===== src/rtl/wb_select_stage.sv =====
// MEM/WB pipeline register with an N-source writeback select and sub-word load
// extraction on the load slot. Also keeps a count of committed register writes.
module wb_select_stage #(
    parameter int DATA_W   = 32,
    parameter int NUM_SRC  = 4,
    parameter int SEL_W    = 2,
    parameter int LOAD_SRC = 2,
    parameter int CNT_W    = 32
) (
    input  logic                      clk,
    input  logic                      rstn,
    input  logic                      StallIn,
    input  logic                      FlushIn,
    input  logic                      ValidIn,
    input  logic [NUM_SRC*DATA_W-1:0] SrcBusIn,
    input  logic [SEL_W-1:0]          SelectorIn,
    input  logic [2:0]                LoadFuncIn,
    input  logic [1:0]                ByteOffIn,
    input  logic [4:0]                RdIn,
    input  logic                      RegWriteIn,
    output logic [DATA_W-1:0]         DataOut,
    output logic [4:0]                RdOut,
    output logic                      RegWriteOut,
    output logic                      ValidOut,
    output logic [CNT_W-1:0]          RetireCntOut
);

    logic [NUM_SRC-1:0][DATA_W-1:0] srcSlot;
    logic [DATA_W-1:0]              rawSel;
    logic [DATA_W-1:0]              loadWord;
    logic [DATA_W-1:0]              loadData;
    logic [DATA_W-1:0]              selData;
    logic [7:0]                     byteVal;
    logic [15:0]                    halfVal;
    logic                           regWriteNext;

    assign srcSlot  = SrcBusIn;
    assign loadWord = srcSlot[LOAD_SRC];

    // Out-of-range selectors fall through to the last slot, like the old "else" arm.
    always_comb begin
        rawSel = srcSlot[NUM_SRC-1];
        for (int k = 0; k < NUM_SRC; k++) begin
            if (SelectorIn == SEL_W'(k))
                rawSel = srcSlot[k];
        end
    end

    always_comb begin
        byteVal = loadWord[7:0];
        case (ByteOffIn)
            2'd0: byteVal = loadWord[7:0];
            2'd1: byteVal = loadWord[15:8];
            2'd2: byteVal = loadWord[23:16];
            2'd3: byteVal = loadWord[31:24];
            default: byteVal = loadWord[7:0];
        endcase
    end

    // Halfword loads ignore the low offset bit: no misalignment trap here.
    assign halfVal = ByteOffIn[1] ? loadWord[31:16] : loadWord[15:0];

    always_comb begin
        loadData = loadWord;
        case (LoadFuncIn)
            3'd0:    loadData = {{(DATA_W-8){byteVal[7]}}, byteVal};
            3'd1:    loadData = {{(DATA_W-16){halfVal[15]}}, halfVal};
            3'd4:    loadData = {{(DATA_W-8){1'b0}}, byteVal};
            3'd5:    loadData = {{(DATA_W-16){1'b0}}, halfVal};
            default: loadData = loadWord;
        endcase
    end

    assign selData      = (SelectorIn == SEL_W'(LOAD_SRC)) ? loadData : rawSel;
    assign regWriteNext = RegWriteIn & ValidIn & (RdIn != 5'd0);

    always_ff @(posedge clk) begin
        if (!rstn) begin
            DataOut      <= '0;
            RdOut        <= '0;
            RegWriteOut  <= 1'b0;
            ValidOut     <= 1'b0;
            RetireCntOut <= '0;
        end else if (FlushIn) begin
            DataOut     <= '0;
            RdOut       <= '0;
            RegWriteOut <= 1'b0;
            ValidOut    <= 1'b0;
        end else if (!StallIn) begin
            DataOut     <= selData;
            RdOut       <= RdIn;
            RegWriteOut <= regWriteNext;
            ValidOut    <= ValidIn;
            if (regWriteNext)
                RetireCntOut <= RetireCntOut + CNT_W'(1);
        end
    end

endmodule


===== config.mk =====
export PLATFORM = sky130hd
export DESIGN_NAME = wb_select_stage
export DESIGN_NICKNAME = d
export VERILOG_FILES = /design/src/rtl/wb_select_stage.sv
export SDC_FILE = /design/constraint.sdc
export NUM_CORES = 1
export LEC_CHECK = 0
export CAP_MARGIN = 20
export CORE_UTILIZATION = 37
export DETAILED_ROUTE_END_ITERATION = 10
export GPL_TIMING_DRIVEN = 0
export HOLD_SLACK_MARGIN = 0.06
export PLACE_DENSITY = 0.88
export SYNTH_ARGS = -nofsm -noshare
export SYNTH_HDL_FRONTEND = slang
export SYNTH_SLANG_ARGS = --single-unit

===== constraint.sdc =====
create_clock -name clk -period 1.7 [get_ports clk]
set_input_delay 0.34 -clock clk [delete_from_list [all_inputs] [get_ports clk]]
set_output_delay 0.34 -clock clk [all_outputs]
set_load 0.005 [all_outputs]

==> impl_metrics.py <==
metrics = {
    "place": {
        "hpwl_um": 13100,
        "place_ws_ps": -814,
        "io_buffers": 214,
        "gp_congestion": 0.921,
    },
    "logic_synthesis": {
        "synth_top_family_by_area": "simple AND/OR/NAND/NOR gates",
        "synth_nets": 719,
        "synth_xor_area_share_pct": 2.95,
        "synth_edf_count": 0,
        "synth_compound_area_share_pct": 21.4,
        "yosysWarnings": 0,
        "synthMuxAreaShare_pct": 13.1,
        "yosys.area_share.simple_pct": 23.4,
        "syn-instance-count": 572,
        "ys_async_sr_fraction_pct": 0,
        "synth-adder-area-share_pct": 0.281,
        "syn_area_per_cell_um2": 7.79,
        "synth_cell_types": 51,
        "ys_ff_latch": 71,
        "seq_area_frac_synth_pct": 31.9,
        "ys.flop_type": "dfxtp_1",
        "syn_area_um2": 4450,
    },
    "layout": {
        "layout_commonest_cell": "clkdlybuf4s50_1",
        "n_antenna_cell": 0,
        "syn_to_final_growth_pct": 66.5,
        "fin_util_pct": 64.1,
        "nNetsFinal": 961,
        "layout-drive-gt1-share_pct": 14.8,
        "final_cell_mix": "197 x clkdlybuf4s50_1, 54 x mux2i_1, 54 x nor2_1",
    },
    "run_status": {
        "status": "finished, violations left",
        "violations": "DRC, setup timing",
    },
    "global_routing": {
        "grt_max_degree": 16,
        "antenna_found_initial": 0,
        "grt-ovfl-total": 0,
        "grt_pass1_wl_um": 26400,
        "grt_pass1_vias": 5223,
        "grt_usage_pct": 27.1,
    },
    "route": {
        "wl_per_cell_um": 17.8,
        "drtIter0Drc": 375,
        "ant_nets": 0,
        "drc": 5,
        "wirelength_um": 17200,
        "num_vias": 5240,
        "drtPass1Iterations": 8,
        "vias_per_cell": 5.45,
    },
    "setup_path": {
        "cp_slowest_cell": "dfxtp_4",
        "critPathMaxStageDelay_ps": 390,
        "crit_path_end_kind": "flip-flop",
        "crit_required_ps": 1970,
        "crit_fanout": 5,
        "r2r_slack_ps": -20,
        "worstPathCellList": "nand4_1, nor3_4, nand4b_4, buf_6, or3_4, a21oi_2",
        "startpoint": "RetireCntOut[4]",
        "r2r-start": "RetireCntOut[4]",
        "endpoint": "RetireCntOut[18]",
        "cpLargestDelayFamily": "simple AND/OR/NAND/NOR gates",
        "worst_ep_arrival_time_ps": 1990,
        "path_buf_inv": 1,
        "path_class": "flip-flop to flip-flop",
        "startpoint_type": "flip-flop",
        "cp.depth": 6,
        "regToRegEndpoint": "RetireCntOut[18]",
        "r2r_cells": 6,
    },
    "timing": {
        "worst_slew_pin_slew_ps": 604,
        "finalMaxSlewViolations": 0,
        "min_period_ps": 1720,
        "clock_skew_ps": 4.27,
        "hold_viol_final": 0,
        "maxSlewHeadroom_pct": 59.7,
        "clock.fmax_mhz": 581,
        "rsz0062_at_grt": "yes",
        "period_share_pct": 101,
        "whs_ps": 237,
        "finalSetupViolations": 2,
        "setup_tns_ps": -30.4,
        "setup_slack_ps": -20.0,
    },
    "floorplan": {
        "initial_core_util_pct": 38.5,
        "die_area_um2": 12500,
        "io_pins": 217,
        "core_um2": 11600,
        "die_height_um": 112,
        "fp.dieW_um": 112,
        "rows": 39,
    },
    "clock_network": {
        "cts.sinks": 71,
        "htreeDepth": 3,
        "clk_pin_slew_ps": 60,
        "cts_tree": "yes",
        "cts_buffers": 9,
        "ctsRootBufferMaster": "clkbuf_16",
        "clock_latency_ps": 330,
        "clock_tree.buffer_depth": 2,
        "cts_hold_buf": 0,
    },
    "job": {
        "maxCapViolCount": 0,
    },
    "power": {
        "finalPower_mw": 4.55,
        "leakagePower_nw": 2.79,
        "vdd_drop_max_mv": 0.456,
        "power_density_nw_per_um2": 613,
    },
    "worst_hold_path": {
        "min_path_type": "primary input to flip-flop",
    },
}
[synthesized netlist by cell type (2+ instances only)]
master	number	share of area (%)
a211oi_1	23	3.9
a21oi_1	49	5.5
a221oi_1	8	1.6
and2_1	4	0.56
and4_1	3	0.59
buf_2	7	0.79
buf_4	2	0.34
buf_6	2	0.51
clkbuf_1	33	2.8
dfxtp_1	71	32
inv_1	29	2.4
mux2_2	2	0.51
mux2i_1	54	12
nand2_1	45	3.8
nand2b_1	13	1.8
nand3_1	14	1.6
nand4_1	8	1.1
nand4b_1	2	0.39
nor2_1	56	4.7
nor2b_1	12	1.7
nor3_1	13	1.5
nor4_1	11	1.5
o21ai_0	43	4.8
o21ai_1	4	0.45
o221ai_1	7	1.4
o22ai_1	7	0.98
o31a_1	7	1.4
or3_1	6	0.84
or4_1	2	0.34
xnor2_1	9	1.8
xor2_1	6	1.2
[repair_timing]
item / CTS / global route
pin swaps: 18 / 16
gates cloned: 1 / 0
setup endpoints to repair: 72 / 52
buffers inserted: 15 / 3
resized for setup: 85 / 49
[routing by layer]
metal | vias to the layer above | global-route usage [%] | wire, um
met4 | 0 | 10.3 | 546
met2 | 236 | 48.9 | 8530
met3 | 39 | 7.24 | 1160
met5 | - | 0 | 0
met1 | 2413 | 30.3 | 6920
li1 | 2552 | - | -
[worst register-to-register path, stage by stage, from the launching register on]
cell and delay (ps):
dfxtp_4 390, nand4_1 190, nor3_4 280, nand4b_4 180
buf_6 160, or3_4 330, a21oi_2 130
[power breakdown]
group	internal [mW]	switching (mW)
logic	0.556	0.453
registers	1.69	0.0222
clock network	1.01	0.811
[registers in the layout (all words and copies together) (netlist names)]
signal        cells
DataOut          32
RetireCntOut     32
RdOut             5
RegWriteOut       1
ValidOut          1
[cell type report]
type	count	area, um2
clock inverter	7	58.8
timing repair buffer	232	2260
multi-input combinational	428	2880
inverter	29	109
buffer	43	241
fill	943	4150
tap	143	179
sequential	71	1470
clock buffer	9	225
[how the worst min path moves through the flow]
stage | from | endpoint | slack, ps | cells after the start
after floorplan | RegWriteOut | RegWriteOut | 460 | 2
after global placement | RegWriteOut | RegWriteOut | 450 | 2
after detailed placement | RegWriteOut | RegWriteOut | 460 | 2
after CTS | RdIn[0] | RdOut[0] | 260 | 3
after global routing | RdIn[0] | RdOut[0] | 250 | 3
final | RdIn[0] | RdOut[0] | 240 | 3
[logic make-up (layout without fill, tap and decap cells)]
group	Yosys count	in the layout
and+or+nand+nor	200	200
AOI/OAI and AO/OA	155	155
buffers and inverters	73	320
DFF	71	71
muxes	57	57
xor gates and xnor gates	15	15
adders and majority gates	1	1
[metrics by stage]
stage          cells  area, um2
6_report         962       7420
5_1_grt          962       7420
4_1_cts          959       7310
3_5_place_dp     929       6790
3_3_place_gp     929       6790
2_1_floorplan    572       4460
No activity file was read; power rests on OpenSTA's default activity.
